### src/rtl/alu_pkg.sv
// Shared encodings for the ALU driver: ALU status codes, operand-select codes,
// command fields, the driver FSM states and the op-to-one-hot mapping.
package alu_pkg;

  typedef enum logic [1:0] {
    ALU_OFF       = 2'b00,
    ALU_READY     = 2'b01,
    ALU_RUN       = 2'b10,
    ALU_RUN_ERROR = 2'b11
  } aluState_e;

  localparam logic [2:0] IN_SEL_PERSIST = 3'b100;
  localparam logic [2:0] IN_SEL_LOAD    = 3'b010;
  localparam logic [2:0] IN_SEL_RESET   = 3'b001;

  localparam logic [6:0] OUT_SEL_IDLE   = 7'b1000000;

  typedef enum logic [2:0] {
    OP_AND, OP_OR, OP_NOT, OP_XOR, OP_ADD, OP_SUB, OP_MULT, OP_ILLEGAL
  } cmdOp_e;

  typedef enum logic [1:0] {
    MODE_LOAD, MODE_CHAIN, MODE_RESET, MODE_ILLEGAL
  } cmdMode_e;

  typedef enum logic [2:0] {
    DRV_OFF, DRV_IDLE, DRV_ISSUE, DRV_CAPTURE, DRV_RESP
  } drvState_e;

  typedef struct packed {
    cmdOp_e     op;
    cmdMode_e   mode;
    logic [7:0] a;
    logic [7:0] b;
  } aluCmd_t;

  // AND sits in the MSB, so the one-hot is the MSB shifted right by the opcode.
  function automatic logic [6:0] opOneHot(cmdOp_e op);
    return OUT_SEL_IDLE >> op;
  endfunction

  function automatic logic [2:0] inSelCode(cmdMode_e mode);
    case (mode)
      MODE_LOAD:  return IN_SEL_LOAD;
      MODE_RESET: return IN_SEL_RESET;
      default:    return IN_SEL_PERSIST;
    endcase
  endfunction

  function automatic logic cmdIsLegal(aluCmd_t cmd);
    return (cmd.op != OP_ILLEGAL) && (cmd.mode != MODE_ILLEGAL);
  endfunction

endpackage

### src/rtl/alu_cmd_fifo.sv
// Command queue for the ALU driver: circular buffer with wrapping pointers and
// an occupancy count; push and pop in the same cycle keep the count unchanged.
module alu_cmd_fifo
  import alu_pkg::*;
#(
  parameter int DEPTH = 4
) (
  input  logic    clk,
  input  logic    rst,
  input  logic    push,
  input  logic    pop,
  input  aluCmd_t wrData,
  output aluCmd_t rdData,
  output logic    full,
  output logic    empty
);

  localparam int PW = $clog2(DEPTH);

  aluCmd_t       mem [DEPTH];
  logic [PW-1:0] wrPtr;
  logic [PW-1:0] rdPtr;
  logic [PW:0]   count;
  logic          doPush;
  logic          doPop;

  assign doPush = push && !full;
  assign doPop  = pop && !empty;

  // NOTE: the storage array has no reset; entries are only read when count
  // says they were written, so clearing them would buy nothing.
  always_ff @(posedge clk) begin
    if (doPush) mem[wrPtr] <= wrData;
  end

  // Pointers wrap on their own because DEPTH is a power of two.
  always_ff @(posedge clk or negedge rst) begin
    if (!rst) begin
      wrPtr <= '0;
      rdPtr <= '0;
      count <= '0;
    end else begin
      if (doPush) wrPtr <= wrPtr + 1'b1;
      if (doPop)  rdPtr <= rdPtr + 1'b1;
      case ({doPush, doPop})
        2'b10:   count <= count + 1'b1;
        2'b01:   count <= count - 1'b1;
        default: ;
      endcase
    end
  end

  assign rdData = mem[rdPtr];
  assign full   = (count == (PW + 1)'(DEPTH));
  assign empty  = (count == '0);

endmodule

### src/rtl/alu_driver.sv
// Command/response front end for a multi-function ALU. Define ALU_DRV_FIFO_EN
// to queue commands in a FIFO_DEPTH-entry FIFO instead of one holding register.
module alu_driver
  import alu_pkg::*;
#(
  parameter int FIFO_DEPTH = 4
) (
  input  logic       clk,
  input  logic       rst,
  input  logic       enable,
  input  logic       cmd_valid,
  output logic       cmd_ready,
  input  logic [2:0] cmd_op,
  input  logic [1:0] cmd_mode,
  input  logic [7:0] cmd_a,
  input  logic [7:0] cmd_b,
  output logic       alu_on,
  output logic [2:0] alu_in_sel,
  output logic [6:0] alu_out_sel,
  output logic [7:0] alu_num1,
  output logic [7:0] alu_num2,
  input  logic [7:0] alu_result,
  input  logic [1:0] alu_state,
  output logic       rsp_valid,
  input  logic       rsp_ready,
  output logic [7:0] rsp_data,
  output logic       rsp_err
);

  if (FIFO_DEPTH < 2 || (FIFO_DEPTH & (FIFO_DEPTH - 1)) != 0) begin : gBadDepth
    $error("alu_driver: FIFO_DEPTH must be a power of two >= 2");
  end

  drvState_e state;
  drvState_e nextState;
  aluCmd_t   inCmd;
  aluCmd_t   headCmd;
  aluCmd_t   curCmd;
  logic      headValid;
  logic      push;
  logic      pop;

  assign inCmd = '{op: cmdOp_e'(cmd_op), mode: cmdMode_e'(cmd_mode), a: cmd_a, b: cmd_b};
  assign push  = cmd_valid && cmd_ready;
  assign pop   = (state == DRV_IDLE) && enable && headValid;

`ifdef ALU_DRV_FIFO_EN
  logic fifoFull;
  logic fifoEmpty;

  alu_cmd_fifo #(.DEPTH(FIFO_DEPTH)) uCmdFifo (
    .clk    (clk),
    .rst    (rst),
    .push   (push),
    .pop    (pop),
    .wrData (inCmd),
    .rdData (headCmd),
    .full   (fifoFull),
    .empty  (fifoEmpty)
  );

  assign headValid = !fifoEmpty;
  assign cmd_ready = !fifoFull && (state != DRV_OFF);
`else
  logic    holdValid;
  aluCmd_t holdCmd;

  // Accept and dispatch never coincide here: acceptance needs the register empty.
  always_ff @(posedge clk or negedge rst) begin
    if (!rst) begin
      holdValid <= 1'b0;
      holdCmd   <= '0;
    end else if (push) begin
      holdValid <= 1'b1;
      holdCmd   <= inCmd;
    end else if (pop) begin
      holdValid <= 1'b0;
    end
  end

  assign headValid = holdValid;
  assign headCmd   = holdCmd;
  assign cmd_ready = (state == DRV_IDLE) && !holdValid;
`endif

  // NOTE: sequential state uses non-blocking assignments so every register
  // samples the pre-edge values, independent of block ordering.
  always_ff @(posedge clk or negedge rst) begin
    if (!rst) state <= DRV_OFF;
    else      state <= nextState;
  end

  always_comb begin
    nextState = state;
    unique case (state)
      DRV_OFF:     if (enable) nextState = DRV_IDLE;
      DRV_IDLE: begin
        if (!enable)        nextState = DRV_OFF;
        else if (headValid) nextState = cmdIsLegal(headCmd) ? DRV_ISSUE : DRV_RESP;
      end
      DRV_ISSUE:   nextState = DRV_CAPTURE;
      DRV_CAPTURE: nextState = DRV_RESP;
      DRV_RESP:    if (rsp_ready) nextState = enable ? DRV_IDLE : DRV_OFF;
      default:     nextState = DRV_OFF;
    endcase
  end

  // Illegal commands are answered directly at dispatch; legal ones in CAPTURE.
  always_ff @(posedge clk or negedge rst) begin
    if (!rst) begin
      curCmd   <= '0;
      rsp_data <= '0;
      rsp_err  <= 1'b0;
    end else begin
      if (pop) curCmd <= headCmd;
      if (state == DRV_CAPTURE) begin
        rsp_data <= alu_result;
        rsp_err  <= (curCmd.mode != MODE_RESET) && (alu_state == ALU_RUN_ERROR);
      end else if (pop && !cmdIsLegal(headCmd)) begin
        rsp_data <= '0;
        rsp_err  <= 1'b1;
      end
    end
  end

  // NOTE: every output gets its idle value first so no path leaves one
  // unassigned, which would otherwise infer a latch.
  always_comb begin
    alu_on      = (state != DRV_OFF);
    rsp_valid   = (state == DRV_RESP);
    alu_in_sel  = IN_SEL_PERSIST;
    alu_out_sel = OUT_SEL_IDLE;
    alu_num1    = '0;
    alu_num2    = '0;
    if (state == DRV_ISSUE) begin
      alu_in_sel  = inSelCode(curCmd.mode);
      alu_out_sel = (curCmd.mode == MODE_RESET) ? opOneHot(OP_AND) : opOneHot(curCmd.op);
      alu_num1    = curCmd.a;
      alu_num2    = curCmd.b;
    end
  end

endmodule

### config.mk
export PLATFORM = sky130hd
export DESIGN_NAME = alu_driver
export DESIGN_NICKNAME = d
export VERILOG_FILES = /design/src/rtl/alu_pkg.sv /design/src/rtl/alu_cmd_fifo.sv /design/src/rtl/alu_driver.sv
export SDC_FILE = /design/constraint.sdc
export NUM_CORES = 1
export LEC_CHECK = 0
export ABC_AREA = 1
export CAP_MARGIN = 10
export CORE_ASPECT_RATIO = 0.8
export CORE_UTILIZATION = 46
export CTS_CLUSTER_SIZE = 10
export DETAILED_ROUTE_END_ITERATION = 8
export PLACE_DENSITY = 0.91
export SLEW_MARGIN = 20
export SYNTH_ARGS = -nofsm -noshare
export SYNTH_HDL_FRONTEND = slang
export SYNTH_SLANG_ARGS = --single-unit
### constraint.sdc
create_clock -name clk -period 1.5 [get_ports clk]
set_input_delay 0.3 -clock clk [delete_from_list [all_inputs] [get_ports clk]]
set_output_delay 0.3 -clock clk [all_outputs]
set_load 0.01 [all_outputs]
# Word-level counts from Yosys, hierarchy flattened
# Index checks and enable logic that the tools add are counted.
[totals] reg_bits=55 output_inout_bits=38 wordCells=59
[classes] shifts=1 n_reduce_logical=15 mux=19 eq_ne=12
[ops] operator="$mux 8" n=4
[ops] operator="$mux 3" n=6
[ops] operator="$pmux 3 s5" n=1
[ops] operator="$mux 7" n=2
[ops] operator="$logic_and 1x1->1" n=7
[ops] operator="$shr 7x3->7 const A" n=1
[ops] operator="$eq 3x2->1 const B" n=2
[ops] operator="$ne 2x2->1 const B" n=3
[ops] operator="$ne 3x3->1 const B" n=2
[ops] operator="$pmux 3 s2" n=1
[ops] operator="$mux 1" n=5
[ops] operator="$eq 2x2->1 const B" n=2
[ops] operator="$reduce_bool 2->1" n=2
[ops] operator="$eq 3x1->1 const B" n=1
[ops] operator="$eq 3x3->1 const B" n=1
[ops] operator="$logic_not 3->1" n=1
[ops] operator="$reduce_and 3->1" n=1
[ops] operator="$reduce_bool 3->1" n=1
[ops] operator="$logic_not 1->1" n=2
[ops] operator="$logic_not 2->1" n=1
[ops] operator="$ne 2x1->1 const B" n=1

# Longest topological paths before layout
# Gate-level depths: netlist (run 1).
[logic_depth] ltp_word=6 ltp_mapped=8 mapped_depth_nobuf=7

# Least setup slack after synthesis (run 1)
# No wires, ideal clock.
[synth_path] kind="reg2out" from="reg state[1]" to="out alu_out_sel[2]" path_buffers=0 path_slack_ns=0.017 arrival_time_ns=1.183 stages_incl_launch_ff=5 t_required_ns=1.200 cell_sequence="dfrtp_1 -> inv_2 -> nor3_2 -> nand3_1 -> nor3_1"
[synth_between] elab_chain_len=2
[synth_rtl] element="from (decl)" line="alu_driver.sv:34" rtl="drvState_e state;"
[synth_rtl] element="from (signal assigned)" line="alu_driver.sv:90" rtl="else state <= nextState;"
[synth_rtl] element="$eq 3x2->1" line="alu_driver.sv:135" rtl="if (state == DRV_ISSUE) begin"
[synth_rtl] element="$mux 7" line="alu_driver.sv:135"
[synth_rtl] element="to (decl)" line="alu_driver.sv:19" rtl="output logic [6:0] alu_out_sel,"
# No other way between the ends.

# Worst setup path in the final report (run 1)
[layout_path] from="reg state[2]" to="out alu_num1[1]"
[layout_between] elab_chain_len=2
[layout_rtl] element="$eq 3x2->1" line="alu_driver.sv:135"
[layout_rtl] element="$mux 8" line="alu_driver.sv:135"
[layout_rtl] element="to (decl)" line="alu_driver.sv:20" rtl="output logic [7:0] alu_num1,"
# No other way between the ends.

==> results of run 1 <==
stage by stage:
stage | hold slack [ps] | setup WS [ps] | util, % | cell area, µm²
6_report | 509 | -384 | 84.5 | 4260
4_1_cts | 492 | -301 | 76.8 | 3870
5_1_grt | 518 | -444 | 84.5 | 4260
3_3_place_gp | 317 | -295 | 67.1 | 3380
3_5_place_dp | 317 | -397 | 67.1 | 3380
2_1_floorplan | 4.41 | 17.2 | - | 2410
worst min-delay path by stage:
stage	startpoint	end	slack [ps]
CTS	headCmd[11]	headCmd[11]	490
global route	alu_result[1]	rsp_data[1]	520
global placement	rst	curCmd[5]	320
finish	rst	curCmd[6]	510
detailed placement	rst	headCmd[5]	320
floorplan	rst	curCmd[0]	4
layout make-up:
cell class | count | area [µm²] | area share, %
Clock buffer | 6 | 82.6 | 1.94
Clock inverter | 2 | 35.0 | 0.823
Inverter | 28 | 135 | 3.17
Multi-Input combinational cell | 195 | 1360 | 31.8
Sequential cell | 55 | 1380 | 32.3
Tap cell | 62 | 77.6 | 1.82
Timing Repair Buffer | 124 | 1190 | 28.1
synthesized netlist by cell type, drive strengths merged:
master,instances,area [µm²]
a21oi,2,10.0
buf,11,68.8
clkbuf,2,7.51
dfrtp,55,1380
inv,28,105
nand2,102,385
nand3,36,180
nand3b,2,15.0
nor2,26,108
nor3,5,41.3
o21ai,21,105
o311ai,1,8.76
logic make-up after synthesis:
logic type             Yosys count
DFF                             55
and+or+nand+nor                171
buffers and inverters           41
AOI/OAI and AO/OA               24
metal layers:
layer | track usage, % | wire length (µm) | vias to the layer above
li1 | - | - | 1151
met1 | 37.1 | 3630 | 1295
met2 | 51.7 | 4860 | 185
met3 | 5.58 | 687 | 57
met4 | 14.2 | 536 | 0
met5 | 0 | 0 | -
flip-flops by register name, indices dropped and copies added, names as in the netlist:
name / count
curCmd: 21
headCmd: 21
headValid: 1
rsp_data: 8
rsp_err: 1
state: 3
timing repair:
action | 4_1_cts | 5_1_grt
hold endpoints to repair | 55 | 0
gates resized for setup | 222 | 100
cloned | 5 | 3
setup endpoints to repair | 80 | 85
buffers inserted | 12 | 8
hold buffers | 1 | 0
pin swaps | 5 | 18
power by group:
part | switching (mW) | internal (mW)
Clock | 0.494 | 0.541
Sequential | 0.641 | 2.15
Combinational | 2.36 | 2.03
tightest hold or removal path, stage by stage:
cell	delay (ps)
dlygate4sd3_1	530
buf_2	120
buf_12	270
==> flow_summary_export.csv, run 1 <==
group,metric,value,unit
clock_network,cts_tree,"yes",
power_and_ir_drop,power_density,1930,nW/µm²
timing,fin_tns_setup,-16590,ps
yosys,synth_xor_area_share,0,%
clock_network,htreeDepth,2,
timing,tightest_slew,340,ps
detailed_routing,vias_per_cell,5.69,
layout,fin_nets,445,
detailed_routing,firstDrtPassIters,4,
critical_path,worstPathMaxFanout,17,
detailed_routing,drc,0,
yosys,synth.ff_latch_count,55,
timing,setup_ws,-384,ps
timing,max_clock_freq,531,MHz
layout,fillers,253,
yosys,syn_area,2410,µm²
die,die_y,66.8,µm
critical_path,path_cells,"nor3_4, buf_6, buf_12, inv_12, nor2_2, buf_2",
critical_path,start_kind,"register",
critical_path,arrival,1580,ps
place,dp_cells,442,
power_and_ir_drop,power,8.21,mW
global_route,grt_pass1_wl,12.6,mm
power_and_ir_drop,p_leak,2.15,nW
global_route,overflow,0,
timing,maxSlewViolCount,0,
timing,fin_crit_sh,126,%
critical_path,slowest_stage,"dfrtp_1",
timing,slew_headroom,77.1,%
yosys,avgSynthCellArea,8.29,µm²
critical_path,path_delay_family,"buffers and inverters",
layout,post_layout_nonfiller_instances,472,
timing,rsz0062_at_grt,"yes",
global_route,grtUsageTotal,30.0,%
yosys,synth_top_family_by_area,"simple AND/OR/NAND/NOR gates",
critical_path,cp.required,1200,ps
place,dpl.hpwl,4.41,mm
layout,final_common_cell,"dfrtp_1",
die,io_pins,74,
yosys,yosys.area_share.simple,30.3,%
detailed_routing,wire_per_inst,20.6,µm
clock_network,numCtsBuffers,5,
clock_network,cts.clk_slew.worst_paths,100,ps
yosys,seq_area_frac_synth,57.1,%
hold_path,min_path_type,"in2async",
place,gp_congestion,0.855,
clock_network,root_buffer,"clkbuf_8",
global_route,grt_max_degree,56,
global_route,grt_antenna_before_repair,0,
run,maxCapViolCount,0,
critical_path,setup.worst_path.end,"alu_num1[1]",
layout,diodes,0,
die,rows,23,
detailed_routing,num_vias,2688,
yosys,synth.area.mux_share,0,%
timing,finalSetupViolCount,83,
critical_path,crit_path_start,"state[2]",
layout,drive_above_1_share,51.2,%
detailed_routing,ant_nets,0,
yosys,synthAdderAreaFrac,0,%
critical_path,worst-path-stages,6,
yosys,synth.distinct_cells,21,
yosys,yosys_warnings,0,
critical_path,slowest_delay,450,ps
global_route,first_global_vias,2532,
die,die_area,5540,µm²
layout,final_cell_mix,"dfrtp_1 (55), nand2_2 (44), nand2_1 (36), clkdlybuf4s50_1 (34), buf_2 (27)",
run_status,status,"finished with violations",
place,numPortBuffers,73,
yosys,postSynthCellCount,291,
critical_path,worst-path-buf-inv,4,
layout,areaGrowthSynthToFinish,76.5,%
critical_path,crit_type,"reg2out",
timing,hold_viol_final,0,
clock_network,cts_buffer_depth,2,
detailed_routing,drtIter0Drc,218,
clock_network,clock_sinks,55,
critical_path,crit_path_end_kind,"output pin",
critical_path,worst-r2r-setup-slack,-300,ps
yosys,synth_compound_area_share,5.14,%
timing,finClkSkew,5.03,ps
detailed_routing,routed_wl,9.71,mm
die,die_w,82.9,µm
yosys,syn_nets,327,
clock_network,clock_latency,310,ps
power_and_ir_drop,peakVddDrop,1.40,mV
die,core_area,5040,µm²
timing,finalCriticalPeriod,1880,ps
critical_path,ff2ff_path_depth,10,
run_status,violations,"negative setup slack",
critical_path,worstReg2RegStart,"state[2]",
die,start_util,47.9,%
critical_path,reg2reg_to,"headCmd[0]",
Note: power is estimated with default switching activity, not from simulation.
==> run 2: changes to the inputs <==
--- a/config.mk
+++ b/config.mk
@@ -5,14 +5,14 @@
 export SDC_FILE = /design/constraint.sdc
 export NUM_CORES = 1
 export LEC_CHECK = 0
-export ABC_AREA = 1
 export CAP_MARGIN = 10
 export CORE_ASPECT_RATIO = 0.8
-export CORE_UTILIZATION = 46
+export CORE_UTILIZATION = 55
 export CTS_CLUSTER_SIZE = 10
 export DETAILED_ROUTE_END_ITERATION = 8
-export PLACE_DENSITY = 0.91
-export SLEW_MARGIN = 20
+export DONT_BUFFER_PORTS = 1
+export PLACE_DENSITY = 0.82
+export SLEW_MARGIN = 30
 export SYNTH_ARGS = -nofsm -noshare
 export SYNTH_HDL_FRONTEND = slang
 export SYNTH_SLANG_ARGS = --single-unit
==> run 2 against run 1 <==
  * The flow finishes with violations (negative hold slack, negative setup slack)
  * Wire length down 40%
  * Via count decreased by 39%
  * Core utilization decreased by 13 points
  * Global-route usage is 5.4 points lower
  * First-iteration DRC count decreased by 68%
  * Die area shrank 17%
  * Flip-flop and latch count unchanged
  * Total power fell by 18%
  * Clock skew increased by 5.5 ps
  * Sequential share of layout area is 14 points higher
  * Sequential power up 1%
  * Setup slack better by 100 ps
==> flow_summary_export.csv, run 2 <==
group,metric,value,unit
run_status,status,"finished with violations",
run_status,violations,"negative hold slack, negative setup slack",
yosys,synth_top_family_by_area,"multiplexers",
timing,max_clock_freq,560,MHz
yosys,avgSynthCellArea,13.4,µm²
die,io_pins,74,
layout,fin_nets,246,
yosys,synth.ff_latch_count,55,
global_route,first_global_vias,1683,
die,die_y,61.0,µm
clock_network,cts.clk_slew.worst_paths,90,ps
critical_path,worst-path-buf-inv,0,
layout,final_common_cell,"dfrtp_1",
timing,maxSlewViolCount,0,
power_and_ir_drop,p_switching,2.39,mW
clock_network,clock_latency,300,ps
timing,tightest_slew,374,ps
place,place_area,2580,µm²
die,core_area,4180,µm²
detailed_routing,num_vias,1631,
yosys,async_flop_share,100,%
global_route,overflow,0,
yosys,synth.area.mux_share,20.7,%
yosys,synth.distinct_cells,31,
timing,finalCriticalPeriod,1780,ps
global_route,grt_max_degree,56,
yosys,synth.most_common_cell,"dfrtp_1",
detailed_routing,drc,0,
clock_network,root_buffer,"clkbuf_8",
clock_network,clock_sinks,55,
detailed_routing,wire_per_inst,21.6,µm
critical_path,cp.required,1690,ps
timing,fin_crit_sh,119,%
clock_network,htreeDepth,2,
layout,fin_area,3000,µm²
timing,finalSetupViolCount,82,
timing,holdWs,-316,ps
detailed_routing,ant_nets,0,
die,rows,21,
critical_path,crit_type,"reg2reg",
power_and_ir_drop,power,6.73,mW
power_and_ir_drop,p_leak,1.39,nW
detailed_routing,routed_wl,5.78,mm
yosys,synth_compound_area_share,6.23,%
yosys,postSynthCellCount,178,
critical_path,crit_path_end_kind,"register",
detailed_routing,drtIter0Drc,69,
detailed_routing,met3WireLength,330,µm
die,start_util,57.2,%
yosys,yosys_warnings,0,
global_route,grt_antenna_before_repair,0,
layout,fillers,257,
detailed_routing,firstDrtPassIters,4,
yosys,syn_area,2390,µm²
layout,multi_input_area,1130,µm²
detailed_routing,vias_per_cell,6.11,
run,maxCapViolCount,0,
place,numPortBuffers,0,
die,die_area,4620,µm²
clock_network,cts_buffer_depth,2,
power_and_ir_drop,pwr-share-seq,42.0,%
critical_path,slowest_stage,"dfrtp_2",
layout,diodes,0,
critical_path,slowest_delay,460,ps
critical_path,start_kind,"register",
layout,drive_above_1_share,53.8,%
timing,slew_headroom,75.0,%
power_and_ir_drop,clkPwrFrac,11.0,%
detailed_routing,top_layer,"met4",
power_and_ir_drop,intPower,4.35,mW
critical_path,path_cells,"or3b_1, a221o_1, o21bai_4, a22o_1",
yosys,yosys-top-cells-count,"dfrtp_1 (55), mux2_2 (36), and3_1 (16)",
power_and_ir_drop,switching_share,35.5,%
timing,hold_viol_final,55,
yosys,synth_edf_count,0,
power_and_ir_drop,peakVddDrop,0.998,mV
yosys,synth.area.top_cells,"dfrtp_1 (58%), mux2_2 (17%), and3_1 (4.2%)",
yosys,synth_xor_area_share,0,%
critical_path,ff2ff_path_depth,4,
critical_path,worstPathMaxFanout,5,
global_route,grtUsageTotal,24.7,%
timing,setup_ws,-284,ps
yosys,ys.flop_type,"dfrtp_1",
place,dpl.hpwl,3.65,mm
timing,finClkSkew,10.6,ps
yosys,yosys.area.top_type,"dfrtp_1",
power_and_ir_drop,power_density,2240,nW/µm²
die,die_w,75.7,µm
clock_network,numCtsBuffers,5,
timing,rsz0062_at_grt,"yes",
critical_path,path_delay_family,"compound AO/OA/AOI/OAI gates",
power_and_ir_drop,comb_power_share,47.0,%
layout,areaGrowthSynthToFinish,25.5,%
place,gp_congestion,0.834,
yosys,yosys.area_share.simple,12.7,%
detailed_routing,met1_length,2.25,mm
critical_path,arrival,1970,ps
detailed_routing,dr_wl_met2,3.01,mm
layout,seqCellArea,1380,µm²
place,dp_slack,-166,ps
hold_path,min_path_type,"in2async",
yosys,seq_area_frac_synth,57.6,%
layout,final_cell_mix,"dfrtp_1 (52), mux2_2 (36), buf_4 (18), and3_1 (16), buf_6 (10)",
yosys,synth_top_area_share,57.6,%
yosys,synthAdderAreaFrac,0,%
global_route,grt_pass1_wl,8.12,mm
yosys,syn_nets,214,
critical_path,worst-path-stages,4,
clock_network,cts_tree,"yes",
[run 2: cell count changes after synthesis, sizes merged, moves of 16 or more]
cell,previous run,this run
mux2,0,42
inv,28,3
nor2,26,8
nand2,102,9
and3,0,16
o21ai,21,3
nand3,36,2
[run 2: cell type report]
type	count	share of cell area [%]
timing repair buffer	32	11.1
clock buffer	7	2.54
tap	57	2.38
multi-input combinational	113	37.6
inverter	3	0.375
sequential	55	46.0
[run 2: path summary, 6_finish.rpt]
path                               endpoint  slack (ps)      start
worst min-delay path            rsp_data[2]        -320        rst
worst max register to register  rsp_data[1]        -280   state[1]
worst min register to register    curCmd[1]         510  curCmd[1]
min in group clk                   state[2]          70  rsp_ready
worst max-delay path            rsp_data[1]        -280   state[1]
max in group asynchronous          state[1]        1710        rst
[run 2: per-stage QoR]
| step | utilization (%) | setup TNS (ps) | std cells |
|---|---|---|---|
| floorplan | - | -4090 | 178 |
| global placement | 61.7 | -3070 | 246 |
| detailed placement | 61.7 | -5840 | 246 |
| CTS | 68.2 | -10410 | 261 |
| global route | 71.8 | -16490 | 267 |
| finish | 71.8 | -13900 | 267 |
[run 2: kinds of logic (layout without fill, tap and decap cells)]
family	Yosys count	in the layout
DFF	55	55
buffers and inverters	11	42
and+or+nand+nor	52	52
muxes	42	42
AOI/OAI and AO/OA	18	19
[run 2: repair_timing]
item                       CTS  global route
buffers inserted             5             3
resized for setup           36            16
setup endpoints to repair   81            82
pin swaps                   10             7
hold endpoints to repair    55            55
gates cloned                 3             3
[run 2: power by group through the flow]
stage                     clock, mW  sequential, mW  combinational [mW]
after floorplan                   0            2.64                1.75
after global placement            0            2.70                2.19
after detailed placement          0            2.79                2.34
after CTS                     0.756            2.78                2.79
after global routing          0.813            2.91                3.35
final                         0.738            2.83                3.17
[run 2: routing by layer]
layer,track usage (%),up-vias
met5,0,-
li1,-,708
met2,44.1,69
met1,27.5,836
met3,7.64,18
met4,10.3,0
==> run 3: changes to the inputs <==
--- a/config.mk
+++ b/config.mk
@@ -12,6 +12,7 @@
 export DETAILED_ROUTE_END_ITERATION = 8
 export DONT_BUFFER_PORTS = 1
 export PLACE_DENSITY = 0.82
+export SKIP_LAST_GASP = 1
 export SLEW_MARGIN = 30
 export SYNTH_ARGS = -nofsm -noshare
 export SYNTH_HDL_FRONTEND = slang
==> run 3 against run 2 <==
  * The run still ends with negative hold slack, negative setup slack left
  * Sequential share of layout area is 3.2 points lower
  * Cell area is 7.4% higher
  * Flip-flop and latch count is the same
  * Critical path depth grew 1
  * Register-to-register slack about the same
  * Setup slack lost 18 ps
  * Largest cell class unchanged
  * Via count rose by 2.8%
  * Count of clock-buffer cells in the layout unchanged
  * Wire length increased by 11%
==> flow_summary_export.csv, run 3 (same netlist as run 2, synthesis figures left out) <==
group,metric,value,unit
power_and_ir_drop,power_density,2300,nW/µm²
global_route,grtUsageTotal,24.7,%
die,die_y,61.0,µm
clock_network,cts_buffer_depth,2,
place,dpl.hpwl,3.65,mm
die,io_pins,74,
die,die_area,4620,µm²
die,start_util,57.2,%
global_route,grt_max_degree,56,
layout,areaGrowthSynthToFinish,34.8,%
timing,rsz0062_at_grt,"yes",
critical_path,worst-path-buf-inv,4,
timing,tightest_slew,684,ps
global_route,grt_pass1_wl,8.11,mm
timing,slew_headroom,53.8,%
timing,setup_ws,-302,ps
clock_network,clock_latency,290,ps
clock_network,cts.clk_slew.worst_paths,90,ps
timing,finClkSkew,6.25,ps
die,core_area,4180,µm²
layout,diodes,0,
timing,max_clock_freq,555,MHz
timing,fin_crit_sh,120,%
timing,maxSlewViolCount,0,
timing,holdWs,-306,ps
run,maxCapViolCount,0,
critical_path,crit_type,"reg2out",
layout,fin_area,3220,µm²
detailed_routing,drtIter0Drc,48,
critical_path,slowest_delay,460,ps
layout,drive_above_1_share,63.5,%
clock_network,root_buffer,"clkbuf_8",
run_status,status,"finished with violations",
detailed_routing,ant_nets,0,
critical_path,cp.required,1200,ps
critical_path,path_delay_family,"buffers and inverters",
run_status,violations,"negative hold slack, negative setup slack",
clock_network,cts_tree,"yes",
layout,final_util,77.1,%
critical_path,slowest_stage,"dfrtp_2",
power_and_ir_drop,peakVddDrop,0.981,mV
timing,hold_viol_final,55,
critical_path,worstPathMaxFanout,5,
critical_path,start_kind,"register",
critical_path,cpMostUsedCell,"buf_4",
die,die_w,75.7,µm
detailed_routing,vias_per_cell,6.07,
place,place_area,2580,µm²
detailed_routing,wire_per_inst,23.2,µm
power_and_ir_drop,power,7.41,mW
layout,fin_nets,255,
die,rows,21,
global_route,overflow,0,
timing,finalCriticalPeriod,1800,ps
detailed_routing,firstDrtPassIters,4,
timing,finalSetupViolCount,82,
clock_network,clock_sinks,55,
place,dp_cells,246,
critical_path,crit_path_end_kind,"output pin",
place,gp_congestion,0.834,
detailed_routing,num_vias,1676,
critical_path,path_cells,"buf_8, buf_4, nor3b_4, buf_4, buf_6",
layout,post_layout_nonfiller_instances,276,
layout,fillers,235,
global_route,grt_antenna_before_repair,0,
clock_network,htreeDepth,2,
detailed_routing,routed_wl,6.41,mm
clock_network,numCtsBuffers,5,
detailed_routing,drc,0,
hold_path,min_path_type,"in2async",
critical_path,arrival,1500,ps
global_route,first_global_vias,1670,
timing,fin_tns_setup,-15810,ps
layout,final_cell_mix,"dfrtp_1 (52), mux2_2 (36), buf_4 (20), and3_4 (16), buf_6 (13)",
place,numPortBuffers,0,
power_and_ir_drop,p_leak,1.44,nW
layout,final_common_cell,"dfrtp_1",
## run 3: cell types whose count changed in the layout (fill, tap and decap cells not counted), moves of 2 or more
cell / delta
and3_1: -16
and3_4: +16
buf_6: +3
clkbuf_16: +3
buf_4: +2
## run 3: power by group
part | total, mW | switching (mW) | internal [mW]
combinational | 3.82 | 1.60 | 2.22
clock | 0.733 | 0.411 | 0.322
sequential | 2.86 | 0.621 | 2.24
## run 3: repair_timing
action                                  4_1_cts  5_1_grt
endpoints found under the setup margin       81       82
cloned                                        3        7
resized for setup                            34       39
endpoints found under the hold margin        55       55
setup buffers                                 5        8
pin swaps                                     9       14
## run 3: metrics by stage
step                setup WS [ps]  hold WS, ps
floorplan                    -140         4.41
global placement            -96.5         5.79
detailed placement           -166         5.45
CTS                          -241         -319
global route                 -361         -328
finish                       -302         -306
## run 3: routing by layer
layer	vias to the layer above	routed length (µm)	track usage (%)
met5	-	0	0
met4	0	173	9.79
met3	14	367	7.64
met2	70	3450	44.6
met1	867	2420	27.5
li1	725	-	-
## run 3: layout make-up
class / count / area, µm² / share of cell area (%)
clock buffers: 7 / 76.3 / 2.37
inverters: 3 / 11.3 / 0.349
multi-input cells: 113 / 1210 / 37.6
flip-flops and latches: 55 / 1380 / 42.8
well taps: 57 / 71.3 / 2.21
repair buffers: 41 / 472 / 14.6
## run 3: final timing paths
kind                               end  depth (start not counted)  startpoint  slack, ps
max in group asynchronous     state[1]                          0         rst       1710
hold reg to reg              curCmd[1]                          1   curCmd[1]        510
setup / recovery             cmd_ready                          5    state[1]       -300
min in group clk              state[2]                          1   rsp_ready         70
setup reg to reg           rsp_data[1]                          4    state[1]       -280
hold / removal             rsp_data[7]                          0         rst       -310
